<file path="config.mk">
export PLATFORM = sky130hd
export DESIGN_NAME = secure_xfer_ctrl_flat
export DESIGN_NICKNAME = d
export VERILOG_FILES = /design/src/rtl/secure_xfer_ctrl_pkg.sv /design/src/rtl/secure_xfer_ctrl_if.sv /design/src/rtl/secure_xfer_ctrl_rr_arb2.sv /design/src/rtl/secure_xfer_ctrl.sv /design/src/flat_wrapper.sv
export SDC_FILE = /design/constraint.sdc
export NUM_CORES = 1
export LEC_CHECK = 0
export BUFFER_PORTS_ARGS = -buffer_cell sky130_fd_sc_hd__buf_4
export CAP_MARGIN = 20
export CORE_MARGIN = 2
export CORE_UTILIZATION = 44
export DETAILED_ROUTE_END_ITERATION = 6
export GPL_TIMING_DRIVEN = 0
export PLACE_DENSITY = 0.84
export SETUP_SLACK_MARGIN = 0.05
export SYNTH_ARGS = -nofsm -noshare
export SYNTH_HDL_FRONTEND = slang
export SYNTH_SLANG_ARGS = --single-unit
</file>
<file path="constraint.sdc">
create_clock -name clk -period 1.68 [get_ports clk]
set_input_delay 0.084 -clock clk [delete_from_list [all_inputs] [get_ports clk]]
set_output_delay 0.084 -clock clk [all_outputs]
set_load 0.02 [all_outputs]
</file>
<file path="src/rtl/secure_xfer_ctrl_pkg.sv">
// Shared types and defaults for the secured register/memory transfer controller.
package sec_pkg;
    localparam int SEC_ADDR_W = 10;
    localparam int SEC_DATA_W = 32;
    localparam int SEC_KEY_W  = 16;
    localparam logic [SEC_KEY_W-1:0] SEC_KEY_RST = 16'hA5A5;

    typedef enum logic [2:0] {
        IDLE, KEY_CHK, READ, WAIT, WRITE, FAULT
    } xfer_state_t;

    typedef enum logic {
        DIR_LD = 1'b0,
        DIR_ST = 1'b1
    } xfer_dir_t;
endpackage

</file>
<file path="src/rtl/secure_xfer_ctrl_if.sv">
// Request, key-programming and memory/register port bundle of secure_xfer_ctrl.
interface secure_xfer_ctrl_if import sec_pkg::*; #(
    parameter int ADDR_W = SEC_ADDR_W,
    parameter int DATA_W = SEC_DATA_W,
    parameter int KEY_W  = SEC_KEY_W
) ();
    logic              ld_req, ld_ack, ld_err;
    logic [ADDR_W-1:0] ld_mem_addr, ld_reg_addr;
    logic [KEY_W-1:0]  ld_key;
    logic              st_req, st_ack, st_err;
    logic [ADDR_W-1:0] st_reg_addr, st_mem_addr;
    logic [KEY_W-1:0]  st_key;
    logic              key_wr_en;
    logic [KEY_W-1:0]  key_wr_data;
    logic              mem_rd_en, mem_wr_en, reg_rd_en, reg_wr_en;
    logic [ADDR_W-1:0] mem_rd_addr, mem_wr_addr, reg_rd_addr, reg_wr_addr;
    logic [DATA_W-1:0] mem_rd_data, mem_wr_data, reg_rd_data, reg_wr_data;
    logic              busy, locked;

    // Controller side.
    modport master (
        input  ld_req, ld_mem_addr, ld_reg_addr, ld_key,
        input  st_req, st_reg_addr, st_mem_addr, st_key,
        input  key_wr_en, key_wr_data, mem_rd_data, reg_rd_data,
        output ld_ack, ld_err, st_ack, st_err,
        output mem_rd_en, mem_rd_addr, mem_wr_en, mem_wr_addr, mem_wr_data,
        output reg_rd_en, reg_rd_addr, reg_wr_en, reg_wr_addr, reg_wr_data,
        output busy, locked
    );

    // Requesters, key programmer and storage side.
    modport slave (
        output ld_req, ld_mem_addr, ld_reg_addr, ld_key,
        output st_req, st_reg_addr, st_mem_addr, st_key,
        output key_wr_en, key_wr_data, mem_rd_data, reg_rd_data,
        input  ld_ack, ld_err, st_ack, st_err,
        input  mem_rd_en, mem_rd_addr, mem_wr_en, mem_wr_addr, mem_wr_data,
        input  reg_rd_en, reg_rd_addr, reg_wr_en, reg_wr_addr, reg_wr_data,
        input  busy, locked
    );
endinterface

</file>
<file path="src/rtl/secure_xfer_ctrl_rr_arb2.sv">
// Two-input round-robin arbiter; the last-grant pointer moves only when a grant is taken.
module rr_arb2 import sec_pkg::*; (
    input  logic      clk,
    input  logic      rst_n,
    input  logic      req_ld,
    input  logic      req_st,
    input  logic      adv,
    output logic      gnt_vld,
    output xfer_dir_t gnt_dir
);
    xfer_dir_t last;

    assign gnt_vld = req_ld | req_st;

    always_comb begin
        gnt_dir = DIR_LD;
        if (req_ld && req_st) gnt_dir = (last == DIR_ST) ? DIR_LD : DIR_ST;
        else if (req_st)      gnt_dir = DIR_ST;
    end

    // Store as the reset pointer hands the first tie to load.
    always_ff @(posedge clk) begin
        if (!rst_n)              last <= DIR_ST;
        else if (adv && gnt_vld) last <= gnt_dir;
    end
endmodule

</file>
<file path="src/rtl/secure_xfer_ctrl.sv">
// Key-checked single-transaction sequencer between register file and data memory.
// Optional consecutive-failure lockout is built when SEC_LOCKOUT_EN is defined.
module secure_xfer_ctrl import sec_pkg::*; #(
    parameter int                ADDR_W      = SEC_ADDR_W,
    parameter int                DATA_W      = SEC_DATA_W,
    parameter int                KEY_W       = SEC_KEY_W,
    parameter int                RD_LAT      = 1,
    parameter logic [KEY_W-1:0]  KEY_RST     = SEC_KEY_RST,
    parameter int                LOCK_THRESH = 4
) (
    input  logic               clk,
    input  logic               rst_n,
    secure_xfer_ctrl_if.master bus
);
    if (RD_LAT < 1 || RD_LAT > 4 || LOCK_THRESH < 2 || LOCK_THRESH > 7) begin : g_cfg_chk
        $error("secure_xfer_ctrl: RD_LAT or LOCK_THRESH out of range");
    end

    xfer_state_t       state;
    xfer_dir_t         dir, gnt_dir;
    logic              gnt_vld, key_ok, locked;
    logic [ADDR_W-1:0] src_addr, dst_addr;
    logic [KEY_W-1:0]  cap_key, key_reg;
    logic [1:0]        wait_cnt;

    rr_arb2 u_arb (
        .clk     (clk),
        .rst_n   (rst_n),
        .req_ld  (bus.ld_req),
        .req_st  (bus.st_req),
        .adv     (state == IDLE),
        .gnt_vld (gnt_vld),
        .gnt_dir (gnt_dir)
    );

    // Nonblocking update: KEY_CHK always sees the key from before a same-cycle write.
    always_ff @(posedge clk) begin
        if (!rst_n)             key_reg <= KEY_RST;
        else if (bus.key_wr_en) key_reg <= bus.key_wr_data;
    end

    assign key_ok = (cap_key == key_reg);

`ifdef SEC_LOCKOUT_EN
    logic [2:0] fail_cnt;
    logic       locked_q;

    always_ff @(posedge clk) begin
        if (!rst_n || bus.key_wr_en) begin
            fail_cnt <= '0;
            locked_q <= 1'b0;
        end else if (state == KEY_CHK) begin
            if (key_ok) begin
                fail_cnt <= '0;
            end else begin
                if (fail_cnt != 3'd7) fail_cnt <= fail_cnt + 3'd1;
                if (({1'b0, fail_cnt} + 4'd1) >= 4'(LOCK_THRESH)) locked_q <= 1'b1;
            end
        end
    end

    assign locked = locked_q;
`else
    assign locked = 1'b0;
`endif

    assign bus.locked = locked;

    always_ff @(posedge clk) begin
        if (!rst_n) begin
            state           <= IDLE;
            dir             <= DIR_LD;
            src_addr        <= '0;
            dst_addr        <= '0;
            cap_key         <= '0;
            wait_cnt        <= '0;
            bus.busy        <= 1'b0;
            bus.ld_ack      <= 1'b0;
            bus.ld_err      <= 1'b0;
            bus.st_ack      <= 1'b0;
            bus.st_err      <= 1'b0;
            bus.mem_rd_en   <= 1'b0;
            bus.mem_rd_addr <= '0;
            bus.mem_wr_en   <= 1'b0;
            bus.mem_wr_addr <= '0;
            bus.mem_wr_data <= '0;
            bus.reg_rd_en   <= 1'b0;
            bus.reg_rd_addr <= '0;
            bus.reg_wr_en   <= 1'b0;
            bus.reg_wr_addr <= '0;
            bus.reg_wr_data <= '0;
        end else begin
            bus.ld_ack    <= 1'b0;
            bus.ld_err    <= 1'b0;
            bus.st_ack    <= 1'b0;
            bus.st_err    <= 1'b0;
            bus.mem_rd_en <= 1'b0;
            bus.mem_wr_en <= 1'b0;
            bus.reg_rd_en <= 1'b0;
            bus.reg_wr_en <= 1'b0;
            case (state)
                IDLE: if (gnt_vld) begin
                    dir      <= gnt_dir;
                    src_addr <= (gnt_dir == DIR_LD) ? bus.ld_mem_addr : bus.st_reg_addr;
                    dst_addr <= (gnt_dir == DIR_LD) ? bus.ld_reg_addr : bus.st_mem_addr;
                    cap_key  <= (gnt_dir == DIR_LD) ? bus.ld_key      : bus.st_key;
                    state    <= KEY_CHK;
                    bus.busy <= 1'b1;
                end
                KEY_CHK: if (key_ok && !locked) begin
                    // Strobe is registered here so it is high for the READ cycle.
                    if (dir == DIR_LD) begin
                        bus.mem_rd_en   <= 1'b1;
                        bus.mem_rd_addr <= src_addr;
                    end else begin
                        bus.reg_rd_en   <= 1'b1;
                        bus.reg_rd_addr <= src_addr;
                    end
                    wait_cnt <= 2'(RD_LAT - 1);
                    state    <= READ;
                end else begin
                    bus.ld_err <= (dir == DIR_LD);
                    bus.st_err <= (dir == DIR_ST);
                    state      <= FAULT;
                end
                READ: state <= WAIT;
                WAIT: if (wait_cnt == 2'd0) begin
                    // Last wait cycle: read data is valid now, launch the write and ack.
                    if (dir == DIR_LD) begin
                        bus.reg_wr_en   <= 1'b1;
                        bus.reg_wr_addr <= dst_addr;
                        bus.reg_wr_data <= bus.mem_rd_data;
                        bus.ld_ack      <= 1'b1;
                    end else begin
                        bus.mem_wr_en   <= 1'b1;
                        bus.mem_wr_addr <= dst_addr;
                        bus.mem_wr_data <= bus.reg_rd_data;
                        bus.st_ack      <= 1'b1;
                    end
                    state <= WRITE;
                end else begin
                    wait_cnt <= wait_cnt - 2'd1;
                end
                default: begin
                    state    <= IDLE;
                    bus.busy <= 1'b0;
                end
            endcase
        end
    end
endmodule

</file>
<file path="src/flat_wrapper.sv">
// flat-port wrapper written by rule: the top's interface ports become plain ports
module secure_xfer_ctrl_flat import sec_pkg::*;
#(
    parameter int                ADDR_W      = SEC_ADDR_W,
    parameter int                DATA_W      = SEC_DATA_W,
    parameter int                KEY_W       = SEC_KEY_W,
    parameter int                RD_LAT      = 1,
    parameter logic [KEY_W-1:0]  KEY_RST     = SEC_KEY_RST,
    parameter int                LOCK_THRESH = 4
)
  (clk, rst_n, bus_ld_req, bus_ld_mem_addr, bus_ld_reg_addr, bus_ld_key, bus_st_req, bus_st_reg_addr, bus_st_mem_addr, bus_st_key, bus_key_wr_en, bus_key_wr_data, bus_mem_rd_data, bus_reg_rd_data, bus_ld_ack, bus_ld_err, bus_st_ack, bus_st_err, bus_mem_rd_en, bus_mem_rd_addr, bus_mem_wr_en, bus_mem_wr_addr, bus_mem_wr_data, bus_reg_rd_en, bus_reg_rd_addr, bus_reg_wr_en, bus_reg_wr_addr, bus_reg_wr_data, bus_busy, bus_locked);
  secure_xfer_ctrl_if #(.ADDR_W(ADDR_W), .DATA_W(DATA_W), .KEY_W(KEY_W)) bus_i ();
  input  logic clk;
  input  logic rst_n;
  input wire logic [$bits(bus_i.ld_req)-1:0] bus_ld_req;
  input wire logic [$bits(bus_i.ld_mem_addr)-1:0] bus_ld_mem_addr;
  input wire logic [$bits(bus_i.ld_reg_addr)-1:0] bus_ld_reg_addr;
  input wire logic [$bits(bus_i.ld_key)-1:0] bus_ld_key;
  input wire logic [$bits(bus_i.st_req)-1:0] bus_st_req;
  input wire logic [$bits(bus_i.st_reg_addr)-1:0] bus_st_reg_addr;
  input wire logic [$bits(bus_i.st_mem_addr)-1:0] bus_st_mem_addr;
  input wire logic [$bits(bus_i.st_key)-1:0] bus_st_key;
  input wire logic [$bits(bus_i.key_wr_en)-1:0] bus_key_wr_en;
  input wire logic [$bits(bus_i.key_wr_data)-1:0] bus_key_wr_data;
  input wire logic [$bits(bus_i.mem_rd_data)-1:0] bus_mem_rd_data;
  input wire logic [$bits(bus_i.reg_rd_data)-1:0] bus_reg_rd_data;
  output wire logic [$bits(bus_i.ld_ack)-1:0] bus_ld_ack;
  output wire logic [$bits(bus_i.ld_err)-1:0] bus_ld_err;
  output wire logic [$bits(bus_i.st_ack)-1:0] bus_st_ack;
  output wire logic [$bits(bus_i.st_err)-1:0] bus_st_err;
  output wire logic [$bits(bus_i.mem_rd_en)-1:0] bus_mem_rd_en;
  output wire logic [$bits(bus_i.mem_rd_addr)-1:0] bus_mem_rd_addr;
  output wire logic [$bits(bus_i.mem_wr_en)-1:0] bus_mem_wr_en;
  output wire logic [$bits(bus_i.mem_wr_addr)-1:0] bus_mem_wr_addr;
  output wire logic [$bits(bus_i.mem_wr_data)-1:0] bus_mem_wr_data;
  output wire logic [$bits(bus_i.reg_rd_en)-1:0] bus_reg_rd_en;
  output wire logic [$bits(bus_i.reg_rd_addr)-1:0] bus_reg_rd_addr;
  output wire logic [$bits(bus_i.reg_wr_en)-1:0] bus_reg_wr_en;
  output wire logic [$bits(bus_i.reg_wr_addr)-1:0] bus_reg_wr_addr;
  output wire logic [$bits(bus_i.reg_wr_data)-1:0] bus_reg_wr_data;
  output wire logic [$bits(bus_i.busy)-1:0] bus_busy;
  output wire logic [$bits(bus_i.locked)-1:0] bus_locked;
  assign bus_i.ld_req = bus_ld_req;
  assign bus_i.ld_mem_addr = bus_ld_mem_addr;
  assign bus_i.ld_reg_addr = bus_ld_reg_addr;
  assign bus_i.ld_key = bus_ld_key;
  assign bus_i.st_req = bus_st_req;
  assign bus_i.st_reg_addr = bus_st_reg_addr;
  assign bus_i.st_mem_addr = bus_st_mem_addr;
  assign bus_i.st_key = bus_st_key;
  assign bus_i.key_wr_en = bus_key_wr_en;
  assign bus_i.key_wr_data = bus_key_wr_data;
  assign bus_i.mem_rd_data = bus_mem_rd_data;
  assign bus_i.reg_rd_data = bus_reg_rd_data;
  assign bus_ld_ack = bus_i.ld_ack;
  assign bus_ld_err = bus_i.ld_err;
  assign bus_st_ack = bus_i.st_ack;
  assign bus_st_err = bus_i.st_err;
  assign bus_mem_rd_en = bus_i.mem_rd_en;
  assign bus_mem_rd_addr = bus_i.mem_rd_addr;
  assign bus_mem_wr_en = bus_i.mem_wr_en;
  assign bus_mem_wr_addr = bus_i.mem_wr_addr;
  assign bus_mem_wr_data = bus_i.mem_wr_data;
  assign bus_reg_rd_en = bus_i.reg_rd_en;
  assign bus_reg_rd_addr = bus_i.reg_rd_addr;
  assign bus_reg_wr_en = bus_i.reg_wr_en;
  assign bus_reg_wr_addr = bus_i.reg_wr_addr;
  assign bus_reg_wr_data = bus_i.reg_wr_data;
  assign bus_busy = bus_i.busy;
  assign bus_locked = bus_i.locked;
  secure_xfer_ctrl #(.ADDR_W(ADDR_W), .DATA_W(DATA_W), .KEY_W(KEY_W), .RD_LAT(RD_LAT), .KEY_RST(KEY_RST), .LOCK_THRESH(LOCK_THRESH)) u_core (.clk(clk), .rst_n(rst_n), .bus(bus_i));
endmodule
</file>
# Yosys cells after proc, flatten, opt, wreduce, memory -nomap -nowiden
# Cells that the tools add are included.
dict set report word_totals {
  register_bits 170
  input_bits 157
  output_inout_bits 114
}
dict set report classes {
  n_addsub 1
  n_eq_ne 8
  mux 17
  n_bitwise 5
  n_reduce_logical 17
}
# cell count
set ops {}
lappend ops {{$reduce_and A3 Y1} 7}
lappend ops {{$mux W10} 2}
lappend ops {{$eq A16 B16 Y1} 1}
lappend ops {{$mux W16} 1}
lappend ops {{$pmux W3 S4} 1}
lappend ops {{$mux W3} 3}
lappend ops {{$eq A3 B2 Y1 const B} 2}
lappend ops {{$mux W1} 6}
lappend ops {{$ne A2 B1 Y1 const B} 3}
lappend ops {{$reduce_and A2 Y1} 3}
lappend ops {{$reduce_or A3 Y1} 2}
lappend ops {{$mux W2} 2}
lappend ops {{$not A1 Y1} 4}
lappend ops {{$pmux W2 S2} 1}
lappend ops {{$eq A3 B1 Y1 const B} 1}
lappend ops {{$logic_not A3 Y1} 1}
lappend ops {{$logic_and A1 B1 Y1} 2}
lappend ops {{$logic_not A2 Y1} 1}
lappend ops {{$ne A2 B2 Y1 const B} 1}
lappend ops {{$pmux W1 S2} 1}
lappend ops {{$reduce_bool A2 Y1} 1}
lappend ops {{$sub A2 B1 Y2 const B} 1}
lappend ops {{$or A1 B1 Y1} 1}

# Logic depth before layout (Yosys ltp)
dict set report depth {
  ltp_word 4
  depth_mapped 8
  ltp_nobuf 6
}

# By module
# A second synthesis with hierarchy kept.
dict set report unflattened {
  hier_cells 742
  area_unflattened_um2 6482.5
}
# mod instances cells_per_inst area_per_inst_um2
set modules_own_cells {}
lappend modules_own_cells {secure_xfer_ctrl 1 736 6428.7}
lappend modules_own_cells {rr_arb2 1 6 53.8}

# Worst setup path after synthesis
# Ideal clock, no wire load.
dict set report synth_path {
  path_kind {reg2reg}
  startpoint {register u_core.cap_key[8]}
  endpoint {register u_core.bus.mem_rd_addr[0]}
  setup_time_ns 0.072
  arrival_time_ns 1.542
  t_required_ns 1.608
  setup_slack_ns 0.067
  path_stages_with_launch 7
  path_buffers 1
  period_less_slack_ns 1.613
  path_cell_list {dfxtp_1 > xor2_1 > nor4_1 > and4_4 > and3_4 > buf_12 > mux2i_1}
}
dict set report synth_via {
  elab_chain_len 2
}
# item line_no
set synth_lines {}
lappend synth_lines {{from (decl)} secure_xfer_ctrl.sv:23} ;# logic [KEY_W-1:0] cap_key, key_reg;
lappend synth_lines {{from (signal assigned)} secure_xfer_ctrl.sv:106} ;# cap_key <= (gnt_dir == DIR_LD) ? bus.ld_key : bus.st_key;
lappend synth_lines {{$eq A16 B16 Y1} secure_xfer_ctrl.sv:42} ;# assign key_ok = (cap_key == key_reg);
lappend synth_lines {{$reduce_and A3 Y1 (no line)} --}
lappend synth_lines {{to (signal assigned)} secure_xfer_ctrl.sv:114} ;# bus.mem_rd_addr <= src_addr;
lappend synth_lines {{to (decl)} secure_xfer_ctrl_if.sv:26} ;# output mem_rd_en, mem_rd_addr, mem_wr_en, mem_wr_addr, mem_wr_data,
# Every way passes these cells.
# A chain may end at the register's enable or synchronous reset.

# Worst setup path after layout
dict set report layout_path {
  startpoint {register u_core.cap_key[2]}
  endpoint {register u_core.bus.reg_rd_addr[2]}
}
dict set report layout_via {
  elab_chain_len 2
}
# item line_no
set layout_lines {}
lappend layout_lines {{$eq A16 B16 Y1} secure_xfer_ctrl.sv:42}
lappend layout_lines {{$reduce_and A3 Y1 (no line)} --}
lappend layout_lines {{to (signal assigned)} secure_xfer_ctrl.sv:117} ;# bus.reg_rd_addr <= src_addr;
lappend layout_lines {{to (decl)} secure_xfer_ctrl_if.sv:27} ;# output reg_rd_en, reg_rd_addr, reg_wr_en, reg_wr_addr, reg_wr_data,
# Every way passes these cells.

==> impl_metrics.py <==
metrics = {
    "die": {
        "ioPinCount": 271,
        "fp-row-count": 45,
        "die_h_um": 129,
        "fp.dieW_um": 129,
        "die-area_mm2": 0.0167,
        "initial_utilization_pct": 45.3,
        "core-area_mm2": 0.0153,
    },
    "sta": {
        "finalHoldViolations": 0,
        "setup_viol": 20,
        "max_slew_margin_pct": 58.6,
        "period_needed_ns": 1.74,
        "clock.fmax_mhz": 575,
        "final.setup.worst_slack_ns": -0.0597,
        "rsz0062_at_grt": "yes",
        "skew_ns": 0.00689,
        "period_share_pct": 104,
        "drv_slew": 0,
        "worst_pin_slew_ns": 0.622,
    },
    "cells_and_area": {
        "multi_input_area_mm2": 0.00326,
        "fin_area_mm2": 0.0110,
        "biggestRegsByFlops": "u_core.bus.mem_wr_data x32, u_core.bus.reg_wr_data x32",
        "nNetsFinal": 1287,
        "nFillCells": 1098,
        "seqCellArea_mm2": 0.00341,
        "area_growth_pct": 58.9,
        "drive_gt1_share_pct": 32.4,
        "final_cells": 1354,
    },
    "yosys": {
        "ys_seq_area_share_pct": 49.2,
        "synth.most_common_cell": "nand2_1",
        "async_flop_share_pct": 0,
        "synthCells": 748,
        "syn-cell-area_mm2": 0.00692,
        "synth_top_area_share_pct": 49.2,
        "synth_nets": 906,
        "ys_seq_elements": 170,
        "synth_edf_count": 0,
        "yosys-top-cells-area": "dfxtp_1 (49%), nand2_1 (14%), mux2i_1 (10%)",
        "synth_cell_types": 40,
        "synthFlopType": "dfxtp_1",
        "avgSynthCellArea_um2": 9.25,
        "synth_warnings": 0,
        "synth_top_cell_by_area": "dfxtp_1",
        "synthTopCellsByCount": "nand2_1 (249), dfxtp_1 (170), mux2i_1 (72)",
    },
    "run": {
        "maxCapViolations": 0,
    },
    "status": {
        "status": "complete, but fails checks",
        "failed_checks": "negative setup slack",
    },
    "worst_setup_path": {
        "worstPathArrival_ns": 2.05,
        "cp-startpoint": "u_core.cap_key[2]",
        "critPathRequiredTime_ns": 1.99,
        "r2r_start": "u_core.cap_key[2]",
        "path_class": "reg2reg",
        "end_kind": "flop",
        "cp_max_fo": 5,
        "worst_setup_path_start_kind": "flop",
    },
    "hold_path": {
        "hp-class": "in2reg",
        "hold_start": "bus_st_mem_addr[5]",
    },
    "placement": {
        "dp.cells": 1227,
        "gp_congestion": 0.792,
        "placed_area_mm2": 0.00919,
        "place_hpwl_mm": 14.8,
        "numPortBuffers": 268,
        "dp_slack_ns": -0.242,
    },
    "route": {
        "dr.first_iter.drc_count": 310,
        "vias": 6807,
        "antenna_left": 0,
        "drt_wl_total_mm": 22.7,
        "vias_per_cell": 5.03,
        "drc_errors": 0,
        "wl_per_cell_um": 16.7,
        "dr.pass1.iters": 4,
    },
    "power": {
        "ir_drop_v": 0.000669,
        "p_leak_nw": 5.03,
        "power_density_mw_per_mm2": 873,
    },
    "global_routing": {
        "antenna_found_initial": 1,
        "gr-usage-all-layers_pct": 26.2,
        "grt_pass1_vias": 6800,
        "grt_overflow": 0,
        "grt_pass1_wl_mm": 34.1,
        "grt_max_degree": 17,
    },
    "clock_network": {
        "cts_tree": "yes",
        "path_clk_slew_ns": 0.07,
        "clockRootBuffer": "clkbuf_16",
        "cts_buffer_depth": 2,
        "clkSinkCount": 170,
        "clk_latency_ns": 0.42,
        "numCtsBuffers": 17,
        "cts_max_level": 4,
    },
}
## metrics by stage
step	hold slack, ns	TNS (ns)	total power, mW	utilization [%]
CTS	0.00591	-1.01	9.62	70.5
floorplan	0.213	0	4.91	-
global route	0.0152	-2.86	9.93	72.0
detailed placement	0.304	-17.34	5.38	60.2
global placement	0.298	-14.30	5.36	60.2
finish	0.0160	-0.785	9.60	72.0
## cell usage in the layout, fill, tap and decap left out, drive strengths merged, types with 2 or more instances in the layout
cell type	instances
nor2b	9
nor2	8
clkbuf	47
nand3	6
nand3b	2
dfxtp	170
nor3	4
xor2	17
nand2	249
and3	2
and2	4
buf	315
a21oi	3
bufinv	3
dlygate4sd3	82
inv	4
mux2i	72
o211a	36
o22ai	2
o21ai	2
a21boi	86
clkinvlp	4
nor4	5
## cell type report
class	count	share of cell area, %
clock inverter	9	1.25
inverter	3	0.102
antenna	1	0.0228
clock buffer	23	4.35
tap	211	2.40
buffer	57	3.92
sequential	170	31.0
multi-input combinational	516	29.7
timing repair buffer	364	27.3
## layer usage
metal | vias to the layer above | global-route usage [%] | part of all wire, %
met5 | - | 0 | 0
met3 | 76 | 6.61 | 7.6
met4 | 0 | 12.3 | 3.7
met2 | 314 | 46.3 | 50
met1 | 3150 | 29.8 | 39
li1 | 3267 | - | -
## cells by family (layout without fill, tap and decap cells)
logic type      after synthesis  count (layout)  synth area share (%)
mux                          72              72                  10.4
fa+ha+maj                     1               1                 0.181
buf+inv                      62             456                  4.63
xor+xnor                     17              17                  2.15
other cells                   1               2                0.0542
simple gates                295             295                  18.1
compound gates              130             130                  15.2
flops                       170             170                  49.2
## critical path, cell delays in order (launching register included)
cell       delay [ns]
dfxtp_1          0.32
xor2_1           0.17
nor4_2           0.33
and4_4           0.29
buf_6            0.11
nand3_4          0.10
clkbuf_16        0.19
mux2i_1          0.12
## path summary, 6_finish.rpt
check,cells past startpoint,slack (ns),end
worst max-delay path,7,-0.06,u_core.bus.reg_rd_addr[2]
worst min-delay path,4,0.02,u_core.dst_addr[5]
worst max register to register,7,-0.06,u_core.bus.reg_rd_addr[2]
worst min register to register,2,0.46,u_core.bus.reg_wr_addr[4]
## repair_timing
action | CTS | global route
hold endpoints to repair | 82 | 0
setup buffers | 4 | 7
setup endpoints to repair | 138 | 136
gates cloned | 1 | 2
pin swaps | 4 | 7
hold buffers | 82 | 0
gates resized for setup | 31 | 51
## power breakdown
part	switching (mW)	internal (mW)	total [mW]	leakage, nW
clock	1.62	2.47	4.09	0.286
sequential	0.113	4.19	4.30	1.38
combinational	0.522	0.688	1.21	3.36
total	2.25	7.35	9.60	5.03
Power figures use the tool's default switching activity.
